$ cat src/rtl/seq_pattern_tx_if.sv
// Bus interface for seq_pattern_tx: start/data/len request side plus the
// serial x/valid and busy/done/err status outputs.
// With SEQ_PATTERN_TX_LOOP_EN defined, the loop control input is included.
interface seq_pattern_tx_if #(
  parameter int WIDTH = 16
);
  logic             start;
  logic [WIDTH-1:0] data;
  logic [4:0]       len;
`ifdef SEQ_PATTERN_TX_LOOP_EN
  logic             loop;
`endif
  logic             x;
  logic             valid;
  logic             busy;
  logic             done;
  logic             err;

  modport master (
    output start,
    output data,
    output len,
`ifdef SEQ_PATTERN_TX_LOOP_EN
    output loop,
`endif
    input  x,
    input  valid,
    input  busy,
    input  done,
    input  err
  );

  modport slave (
    input  start,
    input  data,
    input  len,
`ifdef SEQ_PATTERN_TX_LOOP_EN
    input  loop,
`endif
    output x,
    output valid,
    output busy,
    output done,
    output err
  );
endinterface

$ cat src/rtl/seq_pattern_tx.sv
// seq_pattern_tx: transmits the low len bits of data MSB-first on x, one bit
// per clock, with valid/busy/done status and an err pulse for illegal len.
// Optional feature macro: SEQ_PATTERN_TX_LOOP_EN (continuous-loop mode,
// adds the loop input to the bus interface).
module seq_pattern_tx #(
  parameter int WIDTH = 16
) (
  input  logic            clk,
  input  logic            reset,
  seq_pattern_tx_if.slave bus
);

  typedef enum logic [1:0] {
    IDLE,
    SHIFT,
    DONE
  } state_t;

  localparam logic [4:0] WIDTH_L = 5'(WIDTH);

  state_t           state_q, state_d;
  logic [WIDTH-1:0] shreg_q, shreg_d;
  logic [4:0]       cnt_q, cnt_d;
  logic [WIDTH-1:0] pat_q, pat_d;
  logic [4:0]       len_q, len_d;
  logic             x_q, x_d;
  logic             valid_q, valid_d;
  logic             busy_q, busy_d;
  logic             done_q, done_d;
  logic             err_q, err_d;
  logic             len_ok;
  logic             do_loop;

  // Loop request is tied off when continuous-loop mode is not built in.
`ifdef SEQ_PATTERN_TX_LOOP_EN
  assign do_loop = bus.loop;
`else
  assign do_loop = 1'b0;
`endif

  // Next-state and next-output logic; the shift register is left-aligned so
  // the current bit always sits at the MSB and bits above len-1 are shifted
  // out at load time.
  always_comb begin
    state_d = state_q;
    shreg_d = shreg_q;
    cnt_d   = cnt_q;
    pat_d   = pat_q;
    len_d   = len_q;
    x_d     = 1'b0;
    valid_d = 1'b0;
    busy_d  = 1'b0;
    done_d  = 1'b0;
    err_d   = 1'b0;
    len_ok  = (bus.len != 5'd0) && (bus.len <= WIDTH_L);

    case (state_q)
      IDLE: begin
        if (bus.start) begin
          if (len_ok) begin
            state_d = SHIFT;
            pat_d   = bus.data;
            len_d   = bus.len;
            shreg_d = bus.data << (WIDTH_L - bus.len);
            cnt_d   = bus.len - 5'd1;
            x_d     = shreg_d[WIDTH-1];
            valid_d = 1'b1;
            busy_d  = 1'b1;
          end else begin
            err_d = 1'b1;
          end
        end
      end

      SHIFT: begin
        if (cnt_q == 5'd0) begin
          if (do_loop) begin
            shreg_d = pat_q << (WIDTH_L - len_q);
            cnt_d   = len_q - 5'd1;
            x_d     = shreg_d[WIDTH-1];
            valid_d = 1'b1;
            busy_d  = 1'b1;
          end else begin
            state_d = DONE;
            shreg_d = '0;
            busy_d  = 1'b1;
            done_d  = 1'b1;
          end
        end else begin
          cnt_d   = cnt_q - 5'd1;
          shreg_d = shreg_q << 1;
          x_d     = shreg_d[WIDTH-1];
          valid_d = 1'b1;
          busy_d  = 1'b1;
        end
      end

      DONE: begin
        state_d = IDLE;
      end

      default: begin
        state_d = IDLE;
      end
    endcase
  end

  // State and registered outputs; reset clears everything immediately.
  always_ff @(posedge clk or posedge reset) begin
    if (reset) begin
      state_q <= IDLE;
      shreg_q <= '0;
      cnt_q   <= '0;
      pat_q   <= '0;
      len_q   <= '0;
      x_q     <= 1'b0;
      valid_q <= 1'b0;
      busy_q  <= 1'b0;
      done_q  <= 1'b0;
      err_q   <= 1'b0;
    end else begin
      state_q <= state_d;
      shreg_q <= shreg_d;
      cnt_q   <= cnt_d;
      pat_q   <= pat_d;
      len_q   <= len_d;
      x_q     <= x_d;
      valid_q <= valid_d;
      busy_q  <= busy_d;
      done_q  <= done_d;
      err_q   <= err_d;
    end
  end

  assign bus.x     = x_q;
  assign bus.valid = valid_q;
  assign bus.busy  = busy_q;
  assign bus.done  = done_q;
  assign bus.err   = err_q;

endmodule

$ cat src/flat_wrapper.sv
// flat-port wrapper written by rule: the top's interface ports become plain ports
module seq_pattern_tx_flat 
#(
  parameter int WIDTH = 16
)
  (clk, reset, bus_start, bus_data, bus_len, bus_x, bus_valid, bus_busy, bus_done, bus_err);
  seq_pattern_tx_if #(.WIDTH(WIDTH)) bus_i ();
  input  logic clk;
  input  logic reset;
  input wire logic [$bits(bus_i.start)-1:0] bus_start;
  input wire logic [$bits(bus_i.data)-1:0] bus_data;
  input wire logic [$bits(bus_i.len)-1:0] bus_len;
  output wire logic [$bits(bus_i.x)-1:0] bus_x;
  output wire logic [$bits(bus_i.valid)-1:0] bus_valid;
  output wire logic [$bits(bus_i.busy)-1:0] bus_busy;
  output wire logic [$bits(bus_i.done)-1:0] bus_done;
  output wire logic [$bits(bus_i.err)-1:0] bus_err;
  assign bus_i.start = bus_start;
  assign bus_i.data = bus_data;
  assign bus_i.len = bus_len;
  assign bus_x = bus_i.x;
  assign bus_valid = bus_i.valid;
  assign bus_busy = bus_i.busy;
  assign bus_done = bus_i.done;
  assign bus_err = bus_i.err;
  seq_pattern_tx #(.WIDTH(WIDTH)) u_core (.clk(clk), .reset(reset), .bus(bus_i));
endmodule
$ cat config.mk
export PLATFORM = sky130hd
export DESIGN_NAME = seq_pattern_tx_flat
export DESIGN_NICKNAME = d
export VERILOG_FILES = /design/src/rtl/seq_pattern_tx_if.sv /design/src/rtl/seq_pattern_tx.sv /design/src/flat_wrapper.sv
export SDC_FILE = /design/constraint.sdc
export NUM_CORES = 1
export LEC_CHECK = 0
export CORE_ASPECT_RATIO = 2
export CORE_UTILIZATION = 45
export CTS_CLUSTER_SIZE = 24
export DETAILED_ROUTE_END_ITERATION = 6
export GPL_TIMING_DRIVEN = 0
export PLACE_DENSITY = 0.71
export SYNTH_ARGS = -nofsm -noshare
export SYNTH_HDL_FRONTEND = slang
export SYNTH_SLANG_ARGS = --single-unit
$ cat constraint.sdc
create_clock -name clk -period 1.9 [get_ports clk]
set_input_delay 0.38 -clock clk [delete_from_list [all_inputs] [get_ports clk]]
set_output_delay 0.38 -clock clk [all_outputs]
set_load 0.05 [all_outputs]
==> metrics.txt <==
first-pass GRT wire length=just over 8000 um; Post-DRT Antenna Nets=0; vias in the first global route=1770; reg-to-reg slack, setup=20 ps; via total after detailed routing=1763; Simple-Gate Fraction of Synth Area=around 15%; Setup Slack @ Placement=-788 ps; internal power=between 1.5 and 2 mW; CTS tree=built; Max Freq=531 MHz; floorplan row count=33; Ports=29; antenna violations before repair=0; final core utilization=61.5%; Switch Pwr=1.30 mW; Worst Tran Pin Value=1060 ps; run status=finished, final reports clean; Via density=5.98; worst hold margin=about 500 ps; cell area after layout=between 2000 and 3000 um2; Total Routing Usage GR=a little under a quarter; Mapped Cells=just over 200; fraction of the yosys area taken by sequential cells=34.2%; Placer Congestion=between 0.9 and 1; Synth Area in XOR/XNOR=1.33%; Initial Utilization=47.4%; worst skew pair latency=290 ps; Setup Crit Path Kind=flip-flop to flip-flop; Comb pwr share=56.1%; Syn Nets=231; clock share of power=12.0%; top_reg_cell synth=dfrtp_1; post-synthesis mux area share=between 20% and 30%; CTS max path bufs=2; compound-cell area share of the yosys netlist=19.4%; TNS Setup=0 ps; fin crit period=around 1900 ps; final-report setup violation count=0; Finished Layout Cells=295; sequential share of power=31.9%; GRT Residual Overflow=0; Synth Cell Area=1980 um2; Worst EP required=2080 ps; hold crit path type=flip-flop to flip-flop; Post-synth ARST share=100%; Die Wd=48.9 um; Reg clk slew, reported paths=roughly 110 ps; fin crit share=between 90% and 100%; number of buffers added on ports=26; EDFF count, synth=0; yosys warns=0; CP max FO=7; DIE AREA=4680 um2; critical path endpoint category=flip-flop; CTS Buf Count=3; CORE AREA=4170 um2; maximum vdd drop=~0.00081 V; final hold vios=0; 1st-pass router iterations=4; fin worst setup slack=17.9 ps; nets@finish=270; Placed Area=2380 um2; largest family of logic cells by synthesized area=multiplexers; Sw Ratio=41.8%; clock skew=5.02 ps; Residual DRC=0; pin count of the biggest net entering global routing=28; RSZ-0062 raised after global routing=yes; area growth from synthesis to layout=29.6%; Unique masters post-synth=50; diode count=0; root buf cell=clkbuf_8; drt initial violations=54; detailed placement HPWL=3990 um; total power=around 3.1 mW; Critical Path AT=about 2100 ps; # hold bufs at CTS=0; Sink Count=27; Slew Viols, Final=0; Slew headroom=about 29%; mean post-synth cell area=9.65 um2; Startpoint Class=flip-flop; adder-cell share of the synthesized area=under 10%; H-tree levels=1; Detailed Route WL=between 5000 and 6000 um; placed insts=283; Pwr Density=1210 nW/um2; DR WL/cell=17.8 um; number of max-cap violations=0; share of cells above drive strength 1=25.9%; synthesized flop and latch total=27; leakage power=1.06 nW; Die H=95.8 um
worst max-delay path, cell delays in order, from the launching register on:
cell and delay, ps:
dfrtp_1 410, or4_4 570, o21a_4 220, a21o_1 160
buf_6 130, mux2_4 290
cells in the final DEF, fill, tap and decap left out, types with 4 or more instances in the layout:
master / netlist / final
mux4_2: 11 / 11
clkdlybuf4s50_1: 0 / 23
nor2_1: 17 / 16
inv_1: 9 / 7
a22oi_1: 5 / 5
nand2_1: 21 / 20
mux2_2: 4 / 4
dfrtp_1: 27 / 27
buf_4: 1 / 13
o21ai_0: 8 / 7
nor3_1: 8 / 8
a21oi_1: 13 / 10
mux2i_1: 12 / 11
cell type report:
cell class              instances  area (um2)
repair buffers                 38         343
clock inverters                 1        8.76
flip-flops and latches         27         676
well taps                      52        65.1
clock buffers                   3        41.3
plain buffers                  12         120
inverters                       9        41.3
fillers                       358        1610
multi-input cells             153        1270
what timing repair did:
action	in CTS	in global routing
setup endpoints to repair	23	15
pin swaps	2	3
resized for setup	16	15
buffers inserted	10	2
power by group through the flow:
| stage | Combinational (mW) | Clock (mW) | Sequential, mW |
|---|---|---|---|
| 2_1_floorplan | 1.08 | 0 | 1.07 |
| 3_3_place_gp | 1.53 | 0 | 1.00 |
| 3_5_place_dp | 1.55 | 0 | 1.01 |
| 4_1_cts | 1.66 | 0.382 | 0.990 |
| 5_1_grt | 1.89 | 0.393 | 1.01 |
| 6_report | 1.74 | 0.373 | 0.989 |
routing by layer:
metal	global-route usage, %	up-vias	part of all wire [%]
met1	22.5	872	37
li1	-	845	-
met2	48.3	35	59
met5	0	-	0
met4	10.5	0	2.5
met3	1.90	11	1.8
final timing paths:
kind / startpoint / endpoint / cells past startpoint
max: u_core.cnt_q[0]$_DFFE_PP0P_ / u_core.cnt_q[0]$_DFFE_PP0P_ / 5
min: u_core.shreg_q[14]$_DFFE_PP0P_ / u_core.bus.x$_DFF_PP0_ / 2
max reg2reg: u_core.cnt_q[0]$_DFFE_PP0P_ / u_core.cnt_q[0]$_DFFE_PP0P_ / 5
min reg2reg: u_core.shreg_q[14]$_DFFE_PP0P_ / u_core.bus.x$_DFF_PP0_ / 2
max in group asynchronous: reset / u_core.shreg_q[12]$_DFFE_PP0P_ / 2
min in group asynchronous: reset / u_core.shreg_q[4]$_DFFE_PP0P_ / 2
synth_stat cells, types with 2 or more instances:
cell | n | area [um2]
a21oi_1 | 13 | 65.1
o22a_1 | 2 | 17.5
inv_1 | 9 | 33.8
nand2_1 | 21 | 78.8
nor3b_1 | 2 | 15.0
o221ai_1 | 3 | 26.3
nor2_1 | 17 | 63.8
a32oi_1 | 3 | 26.3
o21a_1 | 3 | 22.5
mux4_2 | 11 | 248
ha_1 | 2 | 25.0
buf_2 | 5 | 25.0
a31oi_1 | 3 | 18.8
nand2b_1 | 3 | 18.8
a22oi_1 | 5 | 37.5
mux2_2 | 4 | 45.0
a211oi_1 | 2 | 15.0
nand4_1 | 2 | 12.5
o21ai_0 | 8 | 40.0
mux2i_1 | 12 | 120
dfrtp_1 | 27 | 676
and2_1 | 2 | 12.5
clkbuf_1 | 4 | 15.0
buf_6 | 4 | 45.0
xnor2_1 | 2 | 17.5
a2bb2oi_1 | 2 | 17.5
nand3_1 | 2 | 10.0
nor3_1 | 8 | 40.0
o211ai_1 | 2 | 15.0
a21o_1 | 2 | 15.0
registers in the layout (all words and copies together) (netlist names):
signal	flops
u_core.bus.err	1
u_core.cnt_q	5
u_core.bus.busy	1
u_core.bus.valid	1
u_core.shreg_q	15
u_core.state_q	2
u_core.bus.done	1
u_core.bus.x	1
cells by family (layout without fill, tap and decap cells):
kind of cell / after synthesis / in the layout
compound gates: 56 / 56
buf+inv: 25 / 63
mux: 28 / 28
flops: 27 / 27
fa+ha+maj: 2 / 2
simple gates: 64 / 64
xor+xnor: 3 / 3
(Power assumes the default switching activity.)
